===== src/rtl/diff_io_loopback_tester.sv =====
// Sequencer/checker for bidirectional differential I/O pairs: loopback vector test
// with per-channel fault reporting, or tristated listen mode with synchronised rx data.
module diff_io_loopback_tester #(
  parameter int unsigned CHANNELS      = 4,
  parameter int unsigned SETTLE_CYCLES = 3,
  parameter int unsigned ERR_W         = 8
) (
  input  logic                clk,
  input  logic                rst_n,
  input  logic                start,
  input  logic                mode,
  input  logic [CHANNELS-1:0] io_i,
  output logic [CHANNELS-1:0] io_o,
  output logic [CHANNELS-1:0] io_t,
  output logic [CHANNELS-1:0] rx_data,
  output logic                busy,
  output logic                done,
  output logic                pass,
  output logic [ERR_W-1:0]    err_cnt,
  output logic [CHANNELS-1:0] err_mask
);

  localparam int unsigned NV = 2 * CHANNELS + 2;
  localparam int unsigned KW = $clog2(NV);
  localparam int unsigned SW = $clog2(SETTLE_CYCLES);

  typedef enum logic [2:0] {
    S_IDLE, S_DRIVE, S_SETTLE, S_SAMPLE, S_RELEASE, S_DONE, S_LISTEN
  } state_t;

  state_t              r_state;
  logic [KW-1:0]       r_k;
  logic [SW-1:0]       r_cnt;
  logic [CHANNELS-1:0] r_sync1, r_sync2;
  logic [CHANNELS-1:0] r_io_o, r_io_t, r_rx_data, r_err_mask;
  logic [ERR_W-1:0]    r_err_cnt;
  logic                r_busy, r_done, r_pass;

  logic [KW-1:0]       w_k_next;
  logic [CHANNELS-1:0] w_vec0, w_vec_next, w_diff;

  // Walking one, walking zero, all zero, all one.
  function automatic logic [CHANNELS-1:0] vec_of(input logic [KW-1:0] k);
    logic [CHANNELS-1:0] v;
    int unsigned         ki;
    v  = '0;
    ki = 32'(k);
    for (int unsigned c = 0; c < CHANNELS; c++) begin
      if (ki < CHANNELS)            v[c] = (ki == c);
      else if (ki < 2 * CHANNELS)   v[c] = ((ki - CHANNELS) != c);
      else if (ki == 2 * CHANNELS)  v[c] = 1'b0;
      else                          v[c] = 1'b1;
    end
    return v;
  endfunction

  assign w_k_next   = r_k + 1'b1;
  assign w_vec0     = vec_of('0);
  assign w_vec_next = vec_of(w_k_next);
  assign w_diff     = r_sync2 ^ r_io_o;

  always_ff @(posedge clk or negedge rst_n) begin
    if (!rst_n) begin
      r_sync1 <= '0;
      r_sync2 <= '0;
    end else begin
      r_sync1 <= io_i;
      r_sync2 <= r_sync1;
    end
  end

  always_ff @(posedge clk or negedge rst_n) begin
    if (!rst_n) begin
      r_state    <= S_IDLE;
      r_k        <= '0;
      r_cnt      <= '0;
      r_io_o     <= '0;
      r_io_t     <= '1;
      r_rx_data  <= '0;
      r_err_cnt  <= '0;
      r_err_mask <= '0;
      r_busy     <= 1'b0;
      r_done     <= 1'b0;
      r_pass     <= 1'b0;
    end else begin
      unique case (r_state)
        S_IDLE, S_DONE: begin
          if (start) begin
            r_busy <= 1'b1;
            r_done <= 1'b0;
            r_pass <= 1'b0;
            if (mode) begin
              r_state <= S_LISTEN;
            end else begin
              r_state    <= S_DRIVE;
              r_k        <= '0;
              r_err_cnt  <= '0;
              r_err_mask <= '0;
              r_io_o     <= w_vec0;
              r_io_t     <= '0;
            end
          end
        end
        S_DRIVE: begin
          r_cnt   <= '0;
          r_state <= S_SETTLE;
        end
        S_SETTLE: begin
          if (r_cnt == SW'(SETTLE_CYCLES - 1)) r_state <= S_SAMPLE;
          else                                 r_cnt   <= r_cnt + 1'b1;
        end
        S_SAMPLE: begin
          r_err_mask <= r_err_mask | w_diff;
          if ((w_diff != '0) && (r_err_cnt != '1)) r_err_cnt <= r_err_cnt + 1'b1;
          if (r_k == KW'(NV - 1)) begin
            r_state <= S_RELEASE;
            r_io_t  <= '1;
            r_io_o  <= '0;
          end else begin
            r_k     <= w_k_next;
            r_io_o  <= w_vec_next;
            r_state <= S_DRIVE;
          end
        end
        S_RELEASE: begin
          r_state <= S_DONE;
          r_busy  <= 1'b0;
          r_done  <= 1'b1;
          r_pass  <= (r_err_cnt == '0);
        end
        S_LISTEN: begin
          r_rx_data <= r_sync2;
          if (!mode) begin
            r_state <= S_IDLE;
            r_busy  <= 1'b0;
          end
        end
        default: r_state <= S_IDLE;
      endcase
    end
  end

  assign io_o     = r_io_o;
  assign io_t     = r_io_t;
  assign rx_data  = r_rx_data;
  assign busy     = r_busy;
  assign done     = r_done;
  assign pass     = r_pass;
  assign err_cnt  = r_err_cnt;
  assign err_mask = r_err_mask;

endmodule


===== config.mk =====
export PLATFORM = sky130hd
export DESIGN_NAME = diff_io_loopback_tester
export DESIGN_NICKNAME = d
export VERILOG_FILES = /design/src/rtl/diff_io_loopback_tester.sv
export SDC_FILE = /design/constraint.sdc
export NUM_CORES = 1
export LEC_CHECK = 0
export ABC_AREA = 1
export CORE_MARGIN = 2
export CORE_UTILIZATION = 55
export DETAILED_ROUTE_END_ITERATION = 10
export PLACE_DENSITY_LB_ADDON = 0.25
export SLEW_MARGIN = 5
export SYNTH_ARGS = -nofsm -noshare
export SYNTH_HDL_FRONTEND = slang
export SYNTH_SLANG_ARGS = --single-unit

===== constraint.sdc =====
create_clock -name clk -period 2.2 [get_ports clk]
set_input_delay 0.44 -clock clk [delete_from_list [all_inputs] [get_ports clk]]
set_output_delay 0.44 -clock clk [all_outputs]
set_load 0.005 [all_outputs]

==> key figures, run 1 <==
Outcome
  – Outcome: completed

Power
  – Seq pwr share: 34.1%
  – Pint: 2.10 mW
  – Switch Pwr: 1.38 mW
  – Power density cells: 1290 nW/µm²
  – Comb power frac: 45.2%
  – Clk pwr share: 20.8%
  – Switching Share: 39.6%
  – Power consumption: 3.48 mW
  – VDD IR max: 0.630 mV
  – P_leak: 1.35 nW

Cells and area
  – Synth-to-Final Area Change: 22.6%
  – Layout net count: 328
  – Antenna Cells: 0
  – Commonest non-fill, non-tap cell in the layout: nand2_1
  – Layout cell share with drive strength beyond 1: 9.29%
  – Most frequent cells in the layout: 89 x nand2_1, 40 x dfrtp_1, 33 x clkdlybuf4s50_1
  – # fillers: 335

Detailed routing
  – Antenna Nets Post-Route: 0
  – Routed len/inst: 12.0 µm
  – Via count of the routed design: 1833
  – Drt first pass iters: 4
  – DRC viols: 0
  – Drt first-iter violations: 163
  – Routed WL: 4.34 mm
  – Vias/cell: 5.06

GRT
  – Overall routing resource usage: 21.9%
  – M3 GR Usage: 5.50%
  – Largest net degree at the start of global routing: 42
  – Antenna violations before repair: 0
  – M1 GR Usage: 29.6%
  – Vias in the first global route: 1665
  – GR peak layer: met2
  – First-pass GRT wire length: 7.44 mm
  – Met2 GRT Util: 35.0%
  – GRT overflow: 0

CTS
  – CTS tree: done
  – Clk buf depth: 2
  – Worst-path clk slew: 0.08 ns
  – Root Buffer: clkbuf_8
  – CTS sink count: 41
  – H-Tree Depth: 2
  – Num CTS Buffers: 5
  – Post-CTS Hold Fix Bufs: 0
  – Buffer count from post-CTS setup fixing: 0
  – CTS resizes: 0
  – Worst-Skew Late Latency: 0.29 ns

STA
  – Final Critical Period: 1.80 ns
  – Clock Skews: 0.00481 ns
  – Tcrit/Tclk final: 81.9%
  – Relative slew slack: 65.6%
  – Max Freq: 555 MHz
  – Slew Viols, Final: 0
  – RSZ-0062 raised after global routing: false
  – Setup violators final: 0
  – Post-Route Setup TNS: 0 ns
  – Final hold vios: 0
  – Worst-margin pin slew: 0.517 ns
  – Final hold slack: 0.186 ns
  – Final Worst Setup Slack: 0.399 ns

Worst setup path
  – Worst EP required: 1.76 ns
  – CP bufs+invs: 1
  – Crit path launch type: flop
  – Crit Path Category: reg2out
  – Worst-path cell chain: clkdlybuf4s50_1
  – RR Startpoint: r_state[2]
  – Crit. Startpoint: io_t[2]
  – CP delay by family, top: flip-flops
  – Critical Path AT: 1.36 ns
  – Worst Setup End Kind: output port
  – CP max stage delay: 0.57 ns
  – Slowest-stage cell, CP: dfstp_2
  – CP max FO: 5

Min path
  – Hold Path Class: in2async

Place
  – Place WS: 0.402 ns
  – Routability Congestion: 0.779
  – Dpl hpwl: 3.09 mm
  – PortBufs: 34

Die
  – Chip Height: 67.3 µm
  – I/O pin count: 35
  – DIE WIDTH: 67.3 µm
  – Core box area: 3910 µm²
  – Core Rows: 23
  – Initial Util: 56.3%
  – Die area: 4530 µm²

Job
  – Max-cap viol count: 0

Logic synthesis
  – Syn nets: 291
  – Syn Area/Cell: 8.04 µm²
  – Syn. warnings: 0
  – Distinct cells, synth: 27
  – Flops & latches, synth: 41
  – Cells after Synth: 274
  – Sequential fraction of the synthesis area: 46.6%
  – Mapped Area: 2200 µm²
-- path summary, 6_finish.rpt --
| path | endpoint | slack [ns] | depth (start not counted) |
|---|---|---|---|
| worst max-delay path | io_t[1] | 0.40 | 1 |
| min in group clk | r_sync2[1] | 0.36 | 0 |
| worst max register to register | io_o[3] | 0.56 | 6 |
| worst min-delay path | r_cnt[0] | 0.19 | 2 |
| worst min register to register | r_sync2[1] | 0.36 | 0 |
| max in group asynchronous | io_t[2] | 1.62 | 2 |
-- cell usage after synthesis --
cell / count / area (µm²)
xor2_1: 3 / 26.3
a21boi_0: 1 / 7.51
inv_2: 4 / 15.0
inv_1: 30 / 113
o21ai_4: 1 / 16.3
nand3_2: 3 / 30.0
o21ai_2: 1 / 8.76
o21bai_1: 1 / 7.51
inv_4: 2 / 12.5
nor2_1: 24 / 90.1
nor2_2: 2 / 12.5
o21ai_0: 20 / 100
a21oi_1: 2 / 10.0
ha_1: 9 / 113
and2_1: 1 / 6.26
buf_6: 2 / 22.5
nand2_8: 1 / 20.0
buf_4: 3 / 22.5
nand2_1: 89 / 334
dfrtp_1: 40 / 1000
xnor2_1: 2 / 17.5
nand3_1: 23 / 115
nor4_1: 1 / 6.26
dfstp_2: 1 / 26.3
nand4_1: 2 / 12.5
nand2_4: 4 / 45.0
o22ai_1: 2 / 12.5
-- final cells by class --
| cell class | instances | area, µm² | share of cell area [%] |
|---|---|---|---|
| Sequential cell | 41 | 1030 | 38.0 |
| Multi-Input combinational cell | 192 | 991 | 36.7 |
| Tap cell | 50 | 62.6 | 2.32 |
| Inverter | 36 | 140 | 5.19 |
| Clock buffer | 5 | 68.8 | 2.55 |
| Clock inverter | 3 | 68.8 | 2.55 |
| Timing Repair Buffer | 35 | 343 | 12.7 |
-- through the flow --
stage	std cells	util, %	area, µm²
after floorplan	274	-	2200
after global placement	354	65.5	2560
after detailed placement	354	65.5	2560
after CTS	362	69.0	2700
after global routing	362	69.0	2700
final	362	69.0	2700
-- per-layer routing --
| metal | vias up | part of all wire (%) |
|---|---|---|
| met3 | 6 | 4.3 |
| met4 | 0 | 1.3 |
| met5 | - | 0 |
| met2 | 43 | 47 |
| met1 | 855 | 47 |
| li1 | 929 | - |
-- power by group through the flow --
stage          clock (mW)  combinational [mW]  sequential [mW]
2_1_floorplan           0                1.07             1.17
3_3_place_gp            0                1.52             1.19
3_5_place_dp            0                1.56             1.20
4_1_cts             0.738                1.58             1.19
5_1_grt             0.775                1.77             1.22
6_report            0.723                1.57             1.19
-- logic make-up after synthesis --
| kind of cell | after synthesis | share of synthesized area (%) |
|---|---|---|
| buffers and inverters | 41 | 8.40 |
| and+or+nand+nor | 150 | 30.5 |
| DFF | 41 | 46.6 |
| adders and majority gates | 9 | 5.11 |
| xor gates and xnor gates | 5 | 1.99 |
| AOI/OAI and AO/OA | 28 | 7.38 |
-- sequential cells by signal, indices dropped and copies added (netlist names) --
register  count
io_t          1
done          1
r_state       3
busy          1
r_k           4
err_mask      4
r_sync1       4
err_cnt       8
r_cnt         2
pass          1
rx_data       4
r_sync2       4
io_o          4
Power figures use the tool's default switching activity.
==> inputs of run 2 (changes only) <==
Settings changed: CORE_UTILIZATION 55 to 48.
Clock period 2.2 ns to 1.5 ns, I/O delays scaled along.
==> run 2 against run 1 <==
Net effect:
- sequential share of layout area is 4.0 points lower
- largest cell class is now multi-input combinational cells
- global-route usage is 0.94 points lower
- largest power group unchanged
- via count is 11% higher
==> key figures, run 2 (synthesized netlist as in run 1, its figures left out) <==
Outcome
  – Outcome: completed

Cells and area
  – Synth-to-Final Area Change: 37.6%
  – Most frequent cells in the layout: 88 x nand2_1, 36 x dfrtp_1, 32 x buf_4
  – Number of flip-flops in the largest register: 8
  – Multi-input gate area: 1050 µm²
  – Commonest non-fill, non-tap cell in the layout: nand2_1
  – Final Util: 69.1%
  – Final Non-Filler Cells: 398
  – Register area: 1030 µm²
  – # fillers: 344
  – Layout net count: 362
  – Antenna Cells: 0
  – Layout cell share with drive strength beyond 1: 21.4%
  – Fin area: 3030 µm²

Place
  – Dpl hpwl: 3.47 mm
  – Place WS: -0.101 ns
  – Routability Congestion: 0.872
  – PortBufs: 34
  – # placed instances: 370
  – Post-DP Area: 2680 µm²

Worst setup path
  – CP bufs+invs: 2
  – RR Startpoint: err_cnt[0]
  – Worst reg-to-reg setup slack: 0.09 ns
  – Worst EP required: 1.20 ns
  – Crit path launch type: flop
  – Worst Setup End Kind: output port
  – Crit. Startpoint: io_t[2]
  – Crit Path Category: reg2out
  – CP delay by family, top: flip-flops
  – Worst-path cell chain: buf_6, dlygate4sd2_1
  – Critical Path AT: 1.17 ns
  – CP max stage delay: 0.56 ns
  – Slowest-stage cell, CP: dfstp_2
  – CP max FO: 3

STA
  – Max Freq: 679 MHz
  – Tcrit/Tclk final: 98.1%
  – Slew Viols, Final: 0
  – Final hold slack: 0.357 ns
  – Setup violators final: 0
  – Final Critical Period: 1.47 ns
  – Post-Route Setup TNS: 0 ns
  – Final Worst Setup Slack: 0.0279 ns
  – Final hold vios: 0
  – Worst-margin pin slew: 0.316 ns
  – Clock Skews: 0.00680 ns
  – Relative slew slack: 78.7%

Detailed routing
  – Antenna Nets Post-Route: 0
  – Drt first-iter violations: 117
  – Routed WL: 5.00 mm
  – Via count of the routed design: 2039
  – Routed len/inst: 12.6 µm
  – Vias/cell: 5.12
  – Drt first pass iters: 4
  – DRC viols: 0

GRT
  – First-pass GRT wire length: 8.49 mm
  – GRT overflow: 0
  – Antenna violations before repair: 0
  – Largest net degree at the start of global routing: 42
  – Vias in the first global route: 1960
  – Overall routing resource usage: 20.9%

Power
  – Power density cells: 1770 nW/µm²
  – Power consumption: 5.36 mW
  – P_leak: 1.65 nW
  – VDD IR max: 0.753 mV

CTS
  – Clk buf depth: 2
  – Num CTS Buffers: 5
  – Worst-Skew Late Latency: 0.30 ns
  – Worst-path clk slew: 0.08 ns
  – CTS sink count: 41
  – CTS tree: done
  – H-Tree Depth: 2
  – Root Buffer: clkbuf_8

Die
  – Core box area: 4380 µm²
  – I/O pin count: 35
  – Core Rows: 24
  – Die area: 5150 µm²
  – DIE WIDTH: 71.8 µm
  – Chip Height: 71.8 µm
  – Initial Util: 50.3%

Min path
  – Hold Path Class: reg2reg
  – Min-Delay Startpoint: r_sync1[2]

Job
  – Max-cap viol count: 0
-- run 2: cell types whose count changed in the layout (fill, tap and decap cells not counted), sizes merged, moves of 5 or more --
| cell | change |
|---|---|
| buf | +34 |
| dlymetal6s2s | +8 |
| dlygate4sd2 | +5 |
| clkdlybuf4s50 | -14 |
-- run 2: path summary, 6_finish.rpt --
kind                              end  cells past startpoint
max in group asynchronous     io_t[2]                      3
min in group asynchronous        busy                      3
max                           io_t[3]                      2
min                        r_sync2[2]                      0
min reg2reg                r_sync2[2]                      0
max reg2reg                err_cnt[1]                     10
-- run 2: per-layer routing --
| metal | vias to the layer above | routed length (µm) | global-route usage [%] |
|---|---|---|---|
| met5 | - | 0 | 0 |
| met2 | 63 | 2580 | 36.2 |
| met1 | 967 | 2080 | 25.9 |
| li1 | 998 | - | - |
| met4 | 0 | 89 | 7.34 |
| met3 | 11 | 249 | 4.50 |
-- run 2: what timing repair did --
item,4_1_cts,5_1_grt
pin swaps,0,2
resized for setup,13,21
cloned,0,0
hold buffers,1,0
hold endpoints to repair,40,0
setup buffers,15,4
setup endpoints to repair,16,24
-- run 2: worst register-to-register path, delay by kind of cell (launching register included) --
| kind | cells | cell delay [ns] |
|---|---|---|
| AND/OR/NAND/NOR | 8 | 0.72 |
| flip-flops | 1 | 0.36 |
| adder cells (fa/ha/maj) | 1 | 0.15 |
| buffers and inverters | 1 | 0.12 |
-- run 2: final cells by class --
class                           instances  share of cell area, %
Clock buffer                            6                   2.72
Clock inverter                          2                   1.24
Inverter                               36                   4.70
Multi-Input combinational cell        192                   34.5
Sequential cell                        41                   34.0
Tap cell                               52                   2.15
Timing Repair Buffer                   69                   20.6
-- run 2: power breakdown --
part           internal [mW]  switching, mW
sequential              1.44          0.251
clock                  0.541          0.387
combinational           1.24           1.50
total                   3.22           2.14
==> inputs of run 3 (changes only) <==
Settings changed: CTS_CLUSTER_SIZE from default to 40, GPL_ROUTABILITY_DRIVEN from default to 0.
==> results of run 3 <==
Same layout as run 2: the final DEF is identical, and so are final timing and power.
